## config.mk

```make
export PLATFORM = sky130hd
export DESIGN_NAME = pc_ctrl
export DESIGN_NICKNAME = d
export VERILOG_FILES = /design/src/rtl/pc_ctrl.sv
export SDC_FILE = /design/constraint.sdc
export NUM_CORES = 1
export LEC_CHECK = 0
export ABC_AREA = 1
export CAP_MARGIN = 40
export CORE_UTILIZATION = 38
export DETAILED_ROUTE_END_ITERATION = 16
export PLACE_DENSITY = 0.68
export SLEW_MARGIN = 20
export SYNTH_ARGS = -nofsm -noshare
export SYNTH_HDL_FRONTEND = slang
export SYNTH_SLANG_ARGS = --single-unit
```

## constraint.sdc

```tcl
create_clock -name clk_i -period 3.5 [get_ports clk_i]
set_input_delay 0.35 -clock clk_i [delete_from_list [all_inputs] [get_ports clk_i]]
set_output_delay 0.35 -clock clk_i [all_outputs]
set_load 0.03 [all_outputs]
```

## src/rtl/pc_ctrl.sv

```systemverilog
// pc_ctrl -- program-counter sequencer for an in-order fetch stage.
//
// Holds the fetch address, steps it by INSTR_BYTES each cycle while
// running, holds it while the hazard unit asks for a stall, and loads a
// branch/jump target when the resolving stage redirects. It also counts
// the cycles that issue a fetch.
//
// Build option: define PC_ALIGN_CHECK_EN to check redirect targets for
// alignment. With the check, a misaligned target is not loaded. Instead
// align_err_o is set and the sequencer parks in HALT until the next reset.
// Without the check, the low address bits of the target are cleared and
// align_err_o stays 0.
//
// Ports
//   clk_i          sole clock, rising edge
//   rst_i          synchronous active-high reset
//   start_i        run request, honoured only in IDLE
//   stall_i        hold request; PC frozen while high
//   redirect_i     branch/jump taken
//   redirect_pc_i  branch/jump target
//   pc_o           current fetch address (registered)
//   pc_next_o      pc_o + INSTR_BYTES (combinational, wraps)
//   valid_o        pc_o is a live fetch address
//   fetch_cnt_o    count of cycles with valid_o=1 and stall_i=0
//   state_o        FSM state
//   align_err_o    sticky misaligned-redirect flag
//
// state | meaning
// ------+----------------------------------------------------------
// IDLE  | waiting for start_i, pc_o parked at RESET_VEC, no fetch
// RUN   | fetching, pc_o advances or is redirected each cycle
// STALL | fetching, pc_o held by stall_i
// HALT  | stopped after a misaligned redirect, left only by reset

module pc_ctrl #(
    parameter int          ADDR_W      = 32,
    parameter logic [31:0] RESET_VEC   = 32'h0000_0000,
    parameter int          INSTR_BYTES = 4,
    parameter int          CNT_W       = 32
) (
    input  logic              clk_i,
    input  logic              rst_i,
    input  logic              start_i,
    input  logic              stall_i,
    input  logic              redirect_i,
    input  logic [ADDR_W-1:0] redirect_pc_i,
    output logic [ADDR_W-1:0] pc_o,
    output logic [ADDR_W-1:0] pc_next_o,
    output logic              valid_o,
    output logic [CNT_W-1:0]  fetch_cnt_o,
    output logic [1:0]        state_o,
    output logic              align_err_o
);

    localparam logic [1:0] S_IDLE  = 2'd0;
    localparam logic [1:0] S_RUN   = 2'd1;
    localparam logic [1:0] S_STALL = 2'd2;
    localparam logic [1:0] S_HALT  = 2'd3;

    localparam logic [ADDR_W-1:0] RST_PC     = ADDR_W'(RESET_VEC);
    localparam logic [ADDR_W-1:0] INC        = ADDR_W'(INSTR_BYTES);
    // The low log2(INSTR_BYTES) bits. This is zero when INSTR_BYTES=1,
    // so in that case the alignment check can never fire.
    localparam logic [ADDR_W-1:0] ALIGN_MASK = ADDR_W'(INSTR_BYTES - 1);

    logic [1:0]        state_q, state_d;
    logic [ADDR_W-1:0] pc_q, pc_d;
    logic [CNT_W-1:0]  cnt_q, cnt_d;
    logic              redirect_ok;
    logic [ADDR_W-1:0] redirect_tgt;
    logic              active;

    assign active = (state_q == S_RUN) || (state_q == S_STALL);

`ifdef PC_ALIGN_CHECK_EN
    logic misaligned;
    logic align_err_q;

    assign misaligned   = |(redirect_pc_i & ALIGN_MASK);
    assign redirect_ok  = ~misaligned;
    assign redirect_tgt = redirect_pc_i;

    always_ff @(posedge clk_i) begin
        if (rst_i) begin
            align_err_q <= 1'b0;
        end else if (active && redirect_i && misaligned) begin
            align_err_q <= 1'b1;
        end
    end

    assign align_err_o = align_err_q;
`else
    assign redirect_ok  = 1'b1;
    assign redirect_tgt = redirect_pc_i & ~ALIGN_MASK;
    assign align_err_o  = 1'b0;
`endif

    // State register
    always_ff @(posedge clk_i) begin
        if (rst_i) begin
            state_q <= S_IDLE;
        end else begin
            state_q <= state_d;
        end
    end

    // Next state. Priority is redirect, then stall, then increment.
    always_comb begin
        state_d = state_q;
        case (state_q)
            S_IDLE: begin
                if (start_i) begin
                    state_d = S_RUN;
                end
            end
            S_RUN, S_STALL: begin
                if (redirect_i) begin
                    state_d = redirect_ok ? S_RUN : S_HALT;
                end else if (stall_i) begin
                    state_d = S_STALL;
                end else begin
                    state_d = S_RUN;
                end
            end
            default: state_d = S_HALT;
        endcase
    end

    // Outputs
    always_comb begin
        valid_o = active;
        state_o = state_q;
    end

    // Datapath next values
    always_comb begin
        pc_d  = pc_q;
        cnt_d = cnt_q;
        if (active && !stall_i) begin
            cnt_d = cnt_q + CNT_W'(1);
        end
        case (state_q)
            S_IDLE: pc_d = RST_PC;
            S_RUN, S_STALL: begin
                if (redirect_i) begin
                    if (redirect_ok) begin
                        pc_d = redirect_tgt;
                    end
                end else if (!stall_i) begin
                    pc_d = pc_q + INC;
                end
            end
            default: pc_d = pc_q;
        endcase
    end

    always_ff @(posedge clk_i) begin
        if (rst_i) begin
            pc_q  <= RST_PC;
            cnt_q <= '0;
        end else begin
            pc_q  <= pc_d;
            cnt_q <= cnt_d;
        end
    end

    assign pc_o        = pc_q;
    assign pc_next_o   = pc_q + INC;
    assign fetch_cnt_o = cnt_q;

endmodule

```

==> flow_summary.ini <==
[outcome]
status = complete, no violations

[cts]
cts.path.max_buffers = 2
root_buffer = clkbuf_8
cts_tree = built
cts_setup_buffers = 0
cts-buffers-inserted = 9
numClockSinks = 64
cts.clk_slew.worst_paths_ns = 0.08
cts_hold_buf = 0
ctsResizeCount = 0
clock_latency_ns = 0.36
htree_num_levels = 3

[detailed_routing]
drc = 0
vias_per_cell = 4.85
wl_per_cell_um = 13.4
first_iter_violations = 282
antenna_left = 0
wl_mm = 13.2
vias = 4758
drt_pass1_iterations = 4

[grt]
grt_pass1_vias = 4388
grt_max_degree = 48
antenna_found_initial = 0
grt_usage_pct = 23.5
grt_pass1_wl_mm = 21.3
grt_overflow_total = 0

[worst_setup_path]
crit_path_max_incr_delay_ns = 0.67
cp.arrival_ns = 2.60
slowest_stage = clkdlybuf4s50_1
path_class = register to output pin
path_buf_inv = 3
cp_top_family = buffers and inverters
critPathLaunchType = register
cp.required_ns = 3.15
worstSetupEndpointType = output pin
worstPathCellList = ha_1 -> nand3_2 -> inv_1 -> nand2_1 -> inv_1 -> nand4_1 -> nand2_1 -> clkdlybuf4s50_1
path_max_fanout = 7

[yosys]
ys_seq_area_share_pct = 30.5
yosysTopAreaCellShare_pct = 30.5
synth_xor_area_share_pct = 3.13
avgSynthCellArea_um2 = 5.90
synth_top_family_by_area = simple AND/OR/NAND/NOR gates
syn_inst = 711
synthSimpleGateAreaFrac_pct = 45.6
synth_top_cell_by_area = dfxtp_1
synth_seq_cells = 64
synthMuxAreaShare_pct = 0
ys.warnings.count = 0
synth.area.top_cells = dfxtp_1 (31%), nand2_1 (21%), nor2_1 (14%), a21oi_1 (5.4%), inv_1 (5.0%)
synth_compound_area_share_pct = 11.0
synth_cell_types = 40
syn_area_um2 = 4200
synth-adder-area-share_pct = 1.19

[sta]
fin_skew_ns = 0.00883
worst_slew_margin_rel_pct = 63.0
hold_ws_ns = 0.373
drv_slew = 0
tns_ns = 0
setup_viol = 0
max_freq_ghz = 0.339
hold_violations = 0
rsz0062_at_grt = false
min_period_ns = 2.95
post-route-period-util_pct = 84.4
tightest_slew_ns = 0.553

[final_layout]
drive_gt1_share_pct = 4.99
nFillCells = 1135
layout_common_cells = nand2_1 (239), nor2_1 (152), clkdlybuf4s50_1 (128), dfxtp_1 (64), inv_1 (56)
antenna_cells = 0
fin_nets = 877
area_delta_synth_final_pct = 37.7
final_common_cell = nand2_1

[power]
intPower_w = 0.00153
power_frac_comb_pct = 40.4
p_clk_share_pct = 25.2
p_seq_share_pct = 34.4
ir_drop_mv = 0.328
totalPowerFinal_w = 0.00260
leakage_nw = 2.09
p_per_area_nw_per_um2 = 450
net-switching-power_w = 0.00107
switching_share_pct = 41.1

[placement]
hpwl_mm = 10.0
place_congestion = 0.898
portBuffers = 129

[job]
maxCapViolCount = 0

[floorplan]
fp.dieH_um = 107
pin_count = 137
initial_core_util_pct = 38.9
core.rowCount = 38
die-area_um2 = 11500
die_x_um = 107
core-area_um2 = 10800

[worst_hold_path]
hold_class = input port to register
-- state kept, by name, indices dropped and copies added (netlist names) --
register and cells:
fetch_cnt_o 32, pc_o 30, state_o 2
-- kinds of logic (layout without fill, tap and decap cells) --
| kind of cell | after synthesis | after routing |
|---|---|---|
| flip-flops | 64 | 64 |
| adder cells (fa/ha/maj) | 4 | 4 |
| other | 1 | 5 |
| XOR/XNOR | 15 | 15 |
| AND/OR/NAND/NOR | 459 | 459 |
| buffers and inverters | 83 | 209 |
| AO/OA/AOI/OAI | 85 | 85 |
-- power by group through the flow --
stage	registers, W	clock network (W)	logic (W)
6_report	0.000894	0.000656	0.00105
5_1_grt	0.000908	0.000698	0.00114
4_1_cts	0.000893	0.000668	0.00106
3_5_place_dp	0.000910	0	0.00106
3_3_place_gp	0.000906	0	0.00102
2_1_floorplan	0.00101	0	0.000537
-- final timing paths --
check,start,endpoint,slack [ns],cells past startpoint
max reg2reg,state_o[0],fetch_cnt_o[10],1.45,9
min reg2reg,pc_o[31],pc_o[31],0.50,2
max,pc_o[2],pc_next_o[18],0.55,8
min,rst_i,fetch_cnt_o[13],0.37,2
-- cell usage after synthesis (all sizes together) --
master / count
nand2: 241
nor2: 159
dfxtp: 64
inv: 60
a21oi: 46
nand3: 38
o21ai: 30
buf: 12
clkbuf: 10
xor2: 9
nand3b: 6
nand4: 6
nor3: 6
xnor2: 6
ha: 4
and3: 2
o211ai: 2
o21a: 2
a211oi: 1
a21o: 1
a221oi: 1
a31oi: 1
conb: 1
dlygate4sd1: 1
nor3b: 1
o21bai: 1
-- per-stage QoR --
stage / instance area [um^2] / cells / setup WS [ns] / util [%]
global placement: 5570 / 964 / 0.988 / 51.6
CTS: 5780 / 981 / 0.562 / 53.5
floorplan: 4210 / 715 / 1.29 / -
global route: 5780 / 981 / 0.394 / 53.5
finish: 5780 / 981 / 0.546 / 53.5
detailed placement: 5580 / 965 / 0.955 / 51.7
-- area by class of cell --
| type | instances | area [um^2] | share of cell area [%] |
|---|---|---|---|
| Clock buffer | 10 | 138 | 2.38 |
| Tap cell | 140 | 175 | 3.03 |
| Multi-Input combinational cell | 568 | 2580 | 44.6 |
| Inverter | 60 | 225 | 3.90 |
| Timing Repair Buffer | 133 | 1320 | 22.9 |
| Sequential cell | 64 | 1280 | 22.2 |
| Clock inverter | 6 | 58.8 | 1.02 |
-- per-layer routing --
layer	GRT usage, %	vias up	share of wire [%]
li1	-	2479	-
met1	30.9	2140	47
met2	38.2	123	46
met3	3.47	16	5.3
met4	9.69	0	1.8
met5	0	-	0
Power figures use the tool's default switching activity.
==> variant 1, RTL diff (same settings) <==
Register the output `fetch_cnt_o` once more, cleared by the reset; this adds one clock of latency there. The other outputs are not delayed to match. Comments in the files are not updated.
--- a/src/rtl/pc_ctrl.sv
+++ b/src/rtl/pc_ctrl.sv
@@ -166,7 +166,13 @@
 
     assign pc_o        = pc_q;
     assign pc_next_o   = pc_q + INC;
-    assign fetch_cnt_o = cnt_q;
+    always_ff @(posedge clk_i) begin
+        if (rst_i) begin
+            fetch_cnt_o <= '0;
+        end else begin
+            fetch_cnt_o <= cnt_q;
+        end
+    end
 
 endmodule
 
Function: changed (Yosys sat finds a counterexample within 4 cycles, from zero or initial values and one cycle with rst_i high).
==> variant 1 against the unedited design <==
  * Sequential cell count up 32
  * Cell area up 20%
  * Register-to-register slack worse by 0.17 ns
  * Hold slack better by 0.097 ns
  * Routed wire length up 8.9%
  * Setup slack better by 0.072 ns
  * Area after synthesis up 25%
  * Total power up 29%
  * Largest cell class unchanged
==> variant 1: results (changes against the unedited design) <==
\begin{tabular}{lr}
\hline
Metric & Value \\
\hline
\multicolumn{2}{l}{\textbf{Global routing}} \\
Vias in the first global route & 4,857 (+11\%) \\
Met1 global-route usage & 29.3\% (-1.6 points) \\
Global-route met3 utilization & 3.74\% (+0.27 points) \\
Maximum number of pins on one net before global-route repair & 77 (+60\%) \\
First-pass GRT wire length & 23,900 um (+12\%) \\
Met2 Track Usage GR & 32.7\% (-5.6 points) \\
Tot GR Track Use & 20.9\% (-2.6 points) \\
\multicolumn{2}{l}{\textbf{Finish}} \\
Number of fill cells in the layout & 1,400 (+23\%) \\
Total Nets Final & 998 (+14\%) \\
\multicolumn{2}{l}{\textbf{Synthesis}} \\
Synth Area per Inst & 6.24 um2 (+5.7\%) \\
Area contributors post-synth & dfxtp\_1, nand2\_1, nor2\_1, inv\_1, a21oi\_1 \\
Most instantiated cells after synthesis & nand2\_1, nor2\_1, dfxtp\_1 \\
Proportion of synthesized chip area in sequential cells & 36.7\% (+6.2 points) \\
\multicolumn{2}{l}{\textbf{Clocking}} \\
CTS Root Cell & clkbuf\_16 \\
\multicolumn{2}{l}{\textbf{Setup path}} \\
Arrival @ worst endpoint & 2.53 ns (-0.07 ns) \\
Minimum setup slack among reg-to-reg paths & 1.28 ns (-0.17 ns) \\
Startpoint of the worst register-to-register path & state\_o[0] \\
Reg2reg end & cnt\_q[18] \\
Depth of the worst register-to-register path & 11 (+2) \\
Worst Path Max Fanout & 6 (-1) \\
\multicolumn{2}{l}{\textbf{Drt}} \\
Pre-Repair DR Iteration Count & 5 (+1) \\
Avg Vias per Cell & 4.67 (-3.6\%) \\
DR iter-0 viols & 314 (+11\%) \\
Total vias in the final route & 5,319 (+12\%) \\
Post-detailed-route wirelength per cell & 12.6 um (-6.1\%) \\
\multicolumn{2}{l}{\textbf{Placement}} \\
Routability congestion estimate & 0.881 (-1.9\%) \\
Worst slack at placement & 1.01 ns (+0.0514 ns) \\
Placed instance count & 1,122 (+16\%) \\
Final HPWL DP & 10,600 um (+6.1\%) \\
\multicolumn{2}{l}{\textbf{Timing}} \\
Headroom to the max-slew limit & 45.4\% (-18 points) \\
\multicolumn{2}{l}{\textbf{Status}} \\
Outcome & finished, final reports clean \\
\multicolumn{2}{l}{\textbf{Worst hold path}} \\
Tightest Hold Check Type & reg2reg \\
Hold Path Sink & fetch\_cnt\_o[15] \\
Hold path startpoint & cnt\_q[15] \\
\multicolumn{2}{l}{\textbf{Pwr}} \\
Maximum vdd ir drop & 344 uV (+5.0\%) \\
\hline
\end{tabular}
==> variant 1: changes by cell type after synthesis, moves of 4 or more <==
cell / delta
nand3b_1: -5
inv_1: +27
dfxtp_1: +32
nand2_1: +11
o21ai_0: +11
nand2_2: +4
a21oi_1: +10
nor2_1: +25
nand3_1: +17
==> variant 1: kinds of logic (layout without fill, tap and decap cells) <==
| kind of cell | Yosys count | after routing | share of synthesized area [%] |
|---|---|---|---|
| AND/OR/NAND/NOR | 508 | 508 | 40.7 |
| buffers and inverters | 119 | 238 | 9.95 |
| AO/OA/AOI/OAI | 101 | 101 | 9.97 |
| flip-flops | 96 | 96 | 36.7 |
| XOR/XNOR | 10 | 10 | 1.67 |
| adder cells (fa/ha/maj) | 4 | 4 | 0.957 |
| other | 1 | 5 | 0.0717 |
==> variant 1: layer usage <==
layer	routed length, um	part of all wire, %
met1	7180	50
met3	720	5.0
met2	6260	44
met5	0	0
met4	189	1.3
==> variant 1: final cells by class <==
cell class,count,share of cell area (%)
clock buffers,11,3.50
clock inverters,5,1.23
inverters,89,4.89
multi-input cells,628,40.5
flip-flops and latches,96,27.7
well taps,176,3.18
repair buffers,133,19.0
==> variant 1: power by group <==
part | internal (mW) | switching, mW | total (mW) | leakage, nW
Combinational | 0.363 | 0.655 | 1.02 | 1.66
Sequential | 1.16 | 0.104 | 1.26 | 0.777
Clock | 0.651 | 0.425 | 1.08 | 0.157
Total | 2.17 | 1.18 | 3.36 | 2.59
==> variant 1: metrics by stage <==
stage	power (mW)	util [%]	instance area, um2	hold WS [ns]
2_1_floorplan	1.96	-	5250	0.429
5_1_grt	3.52	51.9	6930	0.501
3_5_place_dp	2.31	49.5	6600	0.454
3_3_place_gp	2.30	49.5	6600	0.451
6_report	3.36	51.9	6930	0.470
4_1_cts	3.40	51.9	6930	0.465
==> variant 1: worst max path at each step <==
stage | slack [ns] | depth (start not counted) | from | endpoint
after floorplan | 1.34 | 5 | pc_o[2] | pc_next_o[12]
after global placement | 1.02 | 6 | pc_o[2] | pc_next_o[12]
after detailed placement | 1.01 | 7 | pc_o[2] | pc_next_o[20]
after CTS | 0.61 | 7 | pc_o[2] | pc_next_o[20]
after global routing | 0.48 | 7 | pc_o[2] | pc_next_o[20]
final | 0.62 | 7 | pc_o[2] | pc_next_o[20]
==> variant 1: worst max-delay path, stage by stage, from the launching register on <==
cell and delay (ns):
dfxtp_1 0.46, ha_1 0.29, nand3_4 0.15, nor2_4 0.24, nand2_2 0.11, o21ai_0 0.23, nand2_1 0.09, clkdlybuf4s50_1 0.61
==> variant 2, RTL diff (same settings) <==
Made on the original files. `CNT_W`: 32 -> 36.
--- a/src/rtl/pc_ctrl.sv
+++ b/src/rtl/pc_ctrl.sv
@@ -36,7 +36,7 @@
     parameter int          ADDR_W      = 32,
     parameter logic [31:0] RESET_VEC   = 32'h0000_0000,
     parameter int          INSTR_BYTES = 4,
-    parameter int          CNT_W       = 32
+    parameter int          CNT_W       = 36
 ) (
     input  logic              clk_i,
     input  logic              rst_i,
Ports: changed (resized fetch_cnt_o); port bits go from 137 to 141. The function was not compared with the original's and may differ.
==> variant 2 against the unedited design <==
  * Non-clock buffer count rose by 3
  * Count of clock-buffer cells in the layout did not move
  * Area after synthesis rose by 3.1%
  * Total power rose by 11%
  * Cell area rose by 4.7%
  * Routed wire length fell by 1.6%
  * Setup slack improved by 0.047 ns
  * Sequential cell count rose by 4
==> variant 2: results (changes against the unedited design) <==
\begin{tabular}{lr}
\hline
Metric & Value \\
\hline
\multicolumn{2}{l}{\textbf{Timing}} \\
Worst Skew & 0.00649 ns (-0.00233 ns) \\
\multicolumn{2}{l}{\textbf{Global routing}} \\
Met1 global-route usage & 26.1\% (-4.8 points) \\
Tot GR Track Use & 22.0\% (-1.5 points) \\
Global-route met3 utilization & 3.65\% (+0.18 points) \\
Vias in the first global route & 4,580 (+4.4\%) \\
Maximum number of pins on one net before global-route repair & 51 (+6.3\%) \\
Met2 Track Usage GR & 39.6\% (+1.4 points) \\
First-pass GRT wire length & 20,800 um (-2.3\%) \\
\multicolumn{2}{l}{\textbf{Clocking}} \\
CTS Root Cell & clkbuf\_16 \\
Clock-pin slew on the worst setup and hold paths & 0.06 ns (-0.02 ns) \\
\multicolumn{2}{l}{\textbf{Setup path}} \\
Depth of the worst register-to-register path & 11 (+2) \\
Reg2reg end & fetch\_cnt\_o[32] \\
Arrival @ worst endpoint & 2.56 ns (-0.04 ns) \\
Critical path launch point & pc\_o[10] \\
Critical path's top delay family & simple AND/OR/NAND/NOR gates \\
Setup crit end & pc\_next\_o[22] \\
Minimum setup slack among reg-to-reg paths & 1.47 ns (+0.02 ns) \\
\multicolumn{2}{l}{\textbf{Synthesis}} \\
XOR/XNOR Fraction of Synth Area & 3.64\% (+0.51 points) \\
Fraction of the mapped netlist area in compound gates & 10.7\% (-0.36 points) \\
Share of synthesized cell area in full adder, half adder and majority cells & 1.16\% (-0.036 points) \\
Unique cell type count in the Yosys netlist & 32 (-20\%) \\
Proportion of synthesized chip area in sequential cells & 31.5\% (+0.92 points) \\
Area contributors post-synth & dfxtp\_1, nand2\_1, nor2\_1, inv\_1, a21oi\_1 \\
\multicolumn{2}{l}{\textbf{Drt}} \\
Post-detailed-route wirelength per cell & 13.0 um (-3.5\%) \\
Met3 Routed Length & 730 um (+5.3\%) \\
Routed length on met1 & 5680 um (-7.5\%) \\
Total vias in the final route & 4,913 (+3.3\%) \\
\multicolumn{2}{l}{\textbf{Pwr}} \\
Proportion of power drawn by combinational gates & 36.3\% (-4.1 points) \\
LEAKAGE & 2.46 nW (+17\%) \\
Maximum vdd ir drop & 217 uV (-34\%) \\
\multicolumn{2}{l}{\textbf{Placement}} \\
Worst slack at placement & 0.946 ns (-0.00886 ns) \\
Cell area after placement & 5760 um2 (+3.1\%) \\
Final HPWL DP & 9630 um (-3.9\%) \\
Routability congestion estimate & 0.949 (+5.6\%) \\
\multicolumn{2}{l}{\textbf{Finish}} \\
Number of fill cells in the layout & 1,096 (-3.4\%) \\
Total Nets Final & 899 (+2.5\%) \\
\multicolumn{2}{l}{\textbf{Worst hold path}} \\
Tightest Hold Check Type & reg2reg \\
\multicolumn{2}{l}{\textbf{Status}} \\
Outcome & finished, final reports clean \\
\hline
\end{tabular}
## variant 2: cell types whose count changed in the layout (fill, tap and decap cells not counted), sizes merged, moves of 3 or more
cell and delta:
o21ai +8, nor2 -4, nand2 -26, xor2 +3, nand4 +6, clkdlybuf4s50 +5
nand3 +5, dfxtp +4, clkinv -3, inv +27
## variant 2: worst min path at each step
| stage | from | end | slack (ns) | cells after the start |
|---|---|---|---|---|
| 2_1_floorplan | stall_i | state_o[1] | 0.53 | 2 |
| 3_3_place_gp | fetch_cnt_o[8] | fetch_cnt_o[8] | 0.47 | 2 |
| 3_5_place_dp | fetch_cnt_o[8] | fetch_cnt_o[8] | 0.48 | 2 |
| 4_1_cts | fetch_cnt_o[8] | fetch_cnt_o[8] | 0.49 | 2 |
| 5_1_grt | fetch_cnt_o[8] | fetch_cnt_o[8] | 0.51 | 2 |
| 6_report | fetch_cnt_o[8] | fetch_cnt_o[8] | 0.49 | 2 |
## variant 2: power by group through the flow
stage | clock, mW | sequential (mW) | combinational [mW]
finish | 0.904 | 0.940 | 1.05
floorplan | 0 | 1.07 | 0.536
global placement | 0 | 0.949 | 1.04
global route | 0.956 | 0.950 | 1.14
detailed placement | 0 | 0.955 | 1.05
CTS | 0.915 | 0.939 | 1.06
## variant 2: cell families (layout without fill, tap and decap cells)
logic type / count (synthesis) / count (layout)
AO/OA/AOI/OAI: 90 / 90
flip-flops: 68 / 68
other: 1 / 5
AND/OR/NAND/NOR: 439 / 439
XOR/XNOR: 18 / 18
buffers and inverters: 111 / 237
adder cells (fa/ha/maj): 4 / 4
## variant 2: cell type report
class | count | share of cell area [%]
timing repair buffer | 136 | 22.4
multi-input combinational | 556 | 42.0
clock buffer | 10 | 3.95
sequential | 68 | 22.5
inverter | 87 | 5.40
tap | 140 | 2.90
clock inverter | 4 | 0.848
